`config.mk`:
```
export PLATFORM = sky130hd
export DESIGN_NAME = string_sender
export DESIGN_NICKNAME = d
export VERILOG_FILES = /design/src/rtl/string_sender.sv
export SDC_FILE = /design/constraint.sdc
export NUM_CORES = 1
export LEC_CHECK = 0
export CORE_MARGIN = 2
export CORE_UTILIZATION = 43
export DETAILED_ROUTE_END_ITERATION = 6
export GPL_ROUTABILITY_DRIVEN = 0
export PLACE_DENSITY = 0.83
export SLEW_MARGIN = 20
export SYNTH_ARGS = -nofsm -noshare
export SYNTH_HDL_FRONTEND = slang
export SYNTH_SLANG_ARGS = --single-unit
```
`constraint.sdc`:
```
create_clock -name clk_i -period 4.3 [get_ports clk_i]
set_input_delay 0.86 -clock clk_i [delete_from_list [all_inputs] [get_ports clk_i]]
set_output_delay 0.86 -clock clk_i [all_outputs]
set_load 0.01 [all_outputs]
```
`src/rtl/string_sender.sv`:
```
// ============================================================================
//  Module   : string_sender
//  Purpose  : Streams a null-terminated string from a 1-cycle-latency ROM into
//             a FIFO write port, one byte per clock, with backpressure and a
//             length limit for strings that are missing their terminator.
//  Revision : 1.0 - initial release
// ============================================================================
`default_nettype none

module string_sender #(
    parameter int AW     = 4,
    parameter int MAXLEN = 16,
    parameter int LW     = $clog2(MAXLEN + 1)
) (
    input  logic          clk_i,
    input  logic          rst_i,
    input  logic          start_i,
    input  logic [AW-1:0] addr_i,
    input  logic          full_i,
    output logic [AW-1:0] mem_addr_o,
    input  logic [7:0]    mem_data_i,
    output logic [7:0]    byte_o,
    output logic          wren_o,
    output logic          busy_o,
    output logic          done_o,
    output logic          overrun_o,
    output logic [LW-1:0] count_o
);

    localparam logic [LW-1:0] C_MAXLEN = LW'(MAXLEN);

    typedef enum logic [1:0] {
        ST_IDLE  = 2'd0,
        ST_FETCH = 2'd1,
        ST_SEND  = 2'd2,
        ST_DONE  = 2'd3
    } state_t;

    state_t        r_state;
    state_t        w_next;
    logic [AW-1:0] r_ptr;
    logic [LW-1:0] r_cnt;
    logic          r_overrun;
    logic          r_done;
    logic          w_null;
    logic          w_limit;
    logic          w_accept;

    always_comb begin
        w_next   = r_state;
        w_accept = 1'b0;
        w_null   = (mem_data_i == 8'h00);
        w_limit  = (r_cnt == C_MAXLEN);
        case (r_state)
            ST_IDLE:  if (start_i) w_next = ST_FETCH;
            ST_FETCH: w_next = ST_SEND;
            ST_SEND: begin
                // Terminator beats the length limit, which beats backpressure.
                if (w_null || w_limit) begin
                    w_next = ST_DONE;
                end else if (!full_i) begin
                    w_accept = 1'b1;
                end
            end
            ST_DONE:  w_next = ST_IDLE;
            default:  w_next = ST_IDLE;
        endcase
    end

    // Look one address ahead on an accept so the ROM keeps pace at 1 byte/clk.
    assign mem_addr_o = w_accept ? (r_ptr + AW'(1)) : r_ptr;
    assign wren_o     = w_accept;
    assign byte_o     = mem_data_i;
    assign busy_o     = (r_state != ST_IDLE);
    assign done_o     = r_done;
    assign overrun_o  = r_overrun;
    assign count_o    = r_cnt;

    always_ff @(posedge clk_i) begin
        if (rst_i) begin
            r_state   <= ST_IDLE;
            r_ptr     <= '0;
            r_cnt     <= '0;
            r_overrun <= 1'b0;
            r_done    <= 1'b0;
        end else begin
            r_state <= w_next;
            r_done  <= (w_next == ST_DONE);
            if (r_state == ST_IDLE && start_i) begin
                r_ptr     <= addr_i;
                r_cnt     <= '0;
                r_overrun <= 1'b0;
            end
            if (r_state == ST_SEND && !w_null && w_limit) begin
                r_overrun <= 1'b1;
            end
            if (w_accept) begin
                r_ptr <= r_ptr + AW'(1);
                r_cnt <= r_cnt + LW'(1);
            end
        end
    end

endmodule

`default_nettype wire

```
After elaboration in Yosys (flattened, before gate mapping)

Cells that the tools add are included.

Bits in registers: 13
Input bits: 16
Output and inout bits: 21
Word-level logic and storage cells: 35

$add $sub $neg: 2
Equal/unequal tests: 5
Muxes and demuxes: 13
Reduce and logical (&&, ||, !) cells: 10

Operators with widths:

| kind                                                                  | count |
|---|---|
| 4-bit two-way mux                                                     | 3 |
| 5-bit two-way mux                                                     | 2 |
| 8-bit zero test                                                       | 1 |
| 2-bit case mux with 4 select lines                                    | 1 |
| 2-bit equality test, second input constant                            | 3 |
| 2-bit nonzero test                                                    | 3 |
| 5-bit by 1-bit adder with 5-bit output, second input constant         | 1 |
| 5-bit equality test, second input constant                            | 1 |
| 1-bit two-way mux                                                     | 5 |
| 4-bit by 1-bit adder with 4-bit output, second input constant         | 1 |
| 2-bit two-way mux                                                     | 2 |
| 1-bit logical AND                                                     | 3 |
| 2-bit by 1-bit equality test with 1-bit output, second input constant | 1 |
| 2-bit zero test                                                       | 1 |
| 1-bit zero test                                                       | 1 |
| 1-bit logical OR                                                      | 1 |

Logic depth before layout (Yosys ltp)

Gate-level depths: netlist of run 1.

Word-level depth: 5
Gate-level depth with buffers: 8
Gate-level depth less buffers: 7

Least setup slack after synthesis of run 1

Ideal clock, no wire load.

Path kind: input to output
Start: input port mem_data_i[1]
End: output port mem_addr_o[2]
Data arrival time: 1.897 ns
Required time: 3.440 ns
Setup slack: 1.543 ns
Stages on the path: 6
Buffers on the path: 2
Path through: nor4_1 > a211o_1 > buf_6 > buf_4 > o21ai_0 > nand2_1

Cells in the longest elaborated chain, start to end: 5

Ends and longest elaborated chain:

| what               | RTL line | RTL |
|---|---|---|
| start: declaration | 21       | `input logic [7:0] mem_data_i,` |
| 8-bit zero test    | 52       | `w_null = (mem_data_i == 8'h00);` |
| 1-bit logical OR   | 59       | `if (w_null \|\| w_limit) begin` |
| 1-bit two-way mux  | 59       |  |
| 1-bit two-way mux  | 54       | `case (r_state)` |
| 4-bit two-way mux  | 71       | `assign mem_addr_o = w_accept ? (r_ptr + AW'(1)) : r_ptr;` |
| end: declaration   | 20       | `output logic [AW-1:0] mem_addr_o,` |

Every way passes these cells.

Worst setup path in the final report of run 1

Start: input port mem_data_i[0]
End: output port mem_addr_o[0]

The elaborated chain is that of the path after synthesis.

==> out/summary.txt, run 1 <==
Synth top area share: 31.8%
Clk slew on worst S/H paths: 70 ps
Fin area: 1170 sq um
Register area: 260 sq um
Area delta synth->final: 42.8%
Sw power: 0.000181 W
P_leak: 0.442 nW
Cell area after synthesis: 818 sq um
First-pass GRT wire length: 2950 um
Cell Int Power: 0.000307 W
Clock share of power: 15.3%
Die height: 47.6 um
Die span in x: 47.6 um
Final nets: 155
Final hold vios: 0
Worst setup SP type: input port
Via count: 808
WS Path Type: in -> out
DR iter-0 viols: 8
Predominant post-synthesis flop cell: dfxtp_1
I/O Buffers: 36
Pwr dens: 417 nW/um^2
Final Cycle Share: 88.2%
CTS sink cnt: 13
Commonest non-fill, non-tap cell in the layout: clkdlybuf4s50_1
Post-route setup TNS: 0 ps
PnR Total Power: 0.000488 W
Diode count: 0
Critical Path RT: 3440 ps
Initial antenna violation count: 0
Outcome: finished, final reports clean
Slew margin rel.: 68.2%
Worst EP arrival: 2930 ps
Maximum VDD drop: 0.282 mV
Final min period: 3790 ps
Slew @ Worst Pin: 473 ps
Fin cells: 157
Placed cells: 153
Vias in the first global route: 719
DIE AREA: 2270 sq um
Sw frac: 37.1%
CTS Buffer Depth: 2
Synthesized instance count: 101
TritonCTS buffer count: 3
Area contributors post-synth: dfxtp_1 (32%), ha_1 (9.2%), nand3_1 (8.6%)
Remaining global-route overflow: 0
Share of the core filled with cells: 66.2%
CTS H-Tree Depth: 1
I/O pin count: 37
Largest net degree at the start of global routing: 14
Resized cells post-CTS: 0
Combinational Power Share: 51.2%
Worst skew pair latency: 270 ps
CP Capture Type: output pin
Post-CTS Hold Buffers: 0
DRC viols: 0
Synth warnings: 0
Max_cap viols: 0
Mapped Nets: 123
Register area share after synthesis: 31.8%
Seq pwr share: 33.5%
Row count: 15
Post-Route Skew: 5.01 ps
Total GRT Usage: 18.5%
Slew Viols, Final: 0
Number of fill cells: 167
Most frequent cells in the layout: clkdlybuf4s50_1 (36), nand3_1 (14), dfxtp_1 (13), nand2_1 (10), nor2_1 (7)
Synth Register Bits: 13
Root Driver: clkbuf_4
RSZ-0062 raised after global routing: no
Final number of setup-violating endpoints: 0
Detailed placer's ending HPWL: 1470 um
Fraction of layout cells with a size suffix above 1: 4.55%
Ys async rst share: 0%
Syn avg cell area: 8.10 sq um
WL/cell: 12.0 um
Vias per cell: 5.15
Placed cell areas: 1140 sq um
Postcts setup bufs: 0
Cell taking the most area after synthesis: dfxtp_1
Routed wire length: 1880 um
Post-synth EDFFs: 0
Core Area: 1760 sq um
TritonCTS clock tree: yes
Area of the multi-input gates: 449 sq um
Unique cell type count in the Yosys netlist: 31
First-pass detailed-route iteration total: 4
Initial core utilization: 46.4%
Crit path max fanout: 11
Antenna viol nets, final: 0
Fmax: 264 MHz
Hold/Removal Path Class: reg -> reg
-- power by group through the flow --
stage	sequential (W)	combinational [W]	clock [W]
3_3_place_gp	0.000165	0.000245	0
5_1_grt	0.000168	0.000281	0.0000825
2_1_floorplan	0.000164	0.000152	0
3_5_place_dp	0.000166	0.000250	0
4_1_cts	0.000163	0.000252	0.0000784
6_report	0.000163	0.000250	0.0000744
-- path summary, 6_finish.rpt --
| check | from | to | slack [ps] | depth (start not counted) |
|---|---|---|---|---|
| worst max-delay path | mem_data_i[0] | mem_addr_o[0] | 510 | 6 |
| worst min-delay path | overrun_o | overrun_o | 490 | 2 |
| worst min register to register | overrun_o | overrun_o | 490 | 2 |
| worst max register to register | count_o[0] | r_ptr[2] | 2150 | 8 |
-- sequential cells by signal, indices dropped and copies added (netlist names) --
name	count
count_o	5
done_o	1
overrun_o	1
r_ptr	4
r_state	2
-- through the flow --
stage               hold WS [ps]  setup WS, ps
finish                       493           509
detailed placement           474           495
CTS                          494           491
global route                 520           345
floorplan                    483          1540
global placement             467           543
-- synth_stat cells (2+ instances only) --
cell and number:
ha_1 6, dfxtp_1 13, a21oi_1 2, buf_4 9, nor2_1 7, nand2_1 10, or3_1 3, inv_1 6
nor4_1 2, a211o_1 2, o21ai_0 2, nand3_1 14, nand3b_1 2, a31oi_1 6
-- layer usage --
metal,track usage (%),vias to the layer above,part of all wire [%]
met4,9.73,0,1.5
met1,21.1,353,43
met5,0,-,0
li1,-,417,-
met3,4.91,4,8.6
met2,31.6,34,47
-- logic make-up after synthesis --
group                    Yosys count  synth area share [%]
AND/OR/NAND/NOR                   44                  27.5
AO/OA/AOI/OAI                     16                  13.5
flip-flops                        13                  31.8
XOR/XNOR                           2                  2.14
buffers and inverters             18                  13.3
multiplexers                       2                  2.60
adder cells (fa/ha/maj)            6                  9.17
-- cell type report --
cell class	instances	area share, %
Multi-Input combinational cell	70	38.4
Sequential cell	13	22.3
Tap cell	25	2.68
Inverter	7	2.25
Clock buffer	4	2.25
Timing Repair Buffer	38	32.1
-- critical path, stage by stage --
cell and delay (ps):
clkdlybuf4s50_1 430, nor4_1 460, a211o_1 280, buf_4 200, xnor2_1 140, clkdlybuf4s50_1 570
Power figures use the tool's default switching activity.
==> run 2: changes to the inputs <==
--- a/config.mk
+++ b/config.mk
@@ -10,6 +10,7 @@
 export DETAILED_ROUTE_END_ITERATION = 6
 export GPL_ROUTABILITY_DRIVEN = 0
 export PLACE_DENSITY = 0.83
+export SETUP_SLACK_MARGIN = 0.05
 export SLEW_MARGIN = 20
 export SYNTH_ARGS = -nofsm -noshare
 export SYNTH_HDL_FRONTEND = slang
==> results of run 2 <==
The final DEF is identical to that of run 1; final timing and power are the same.
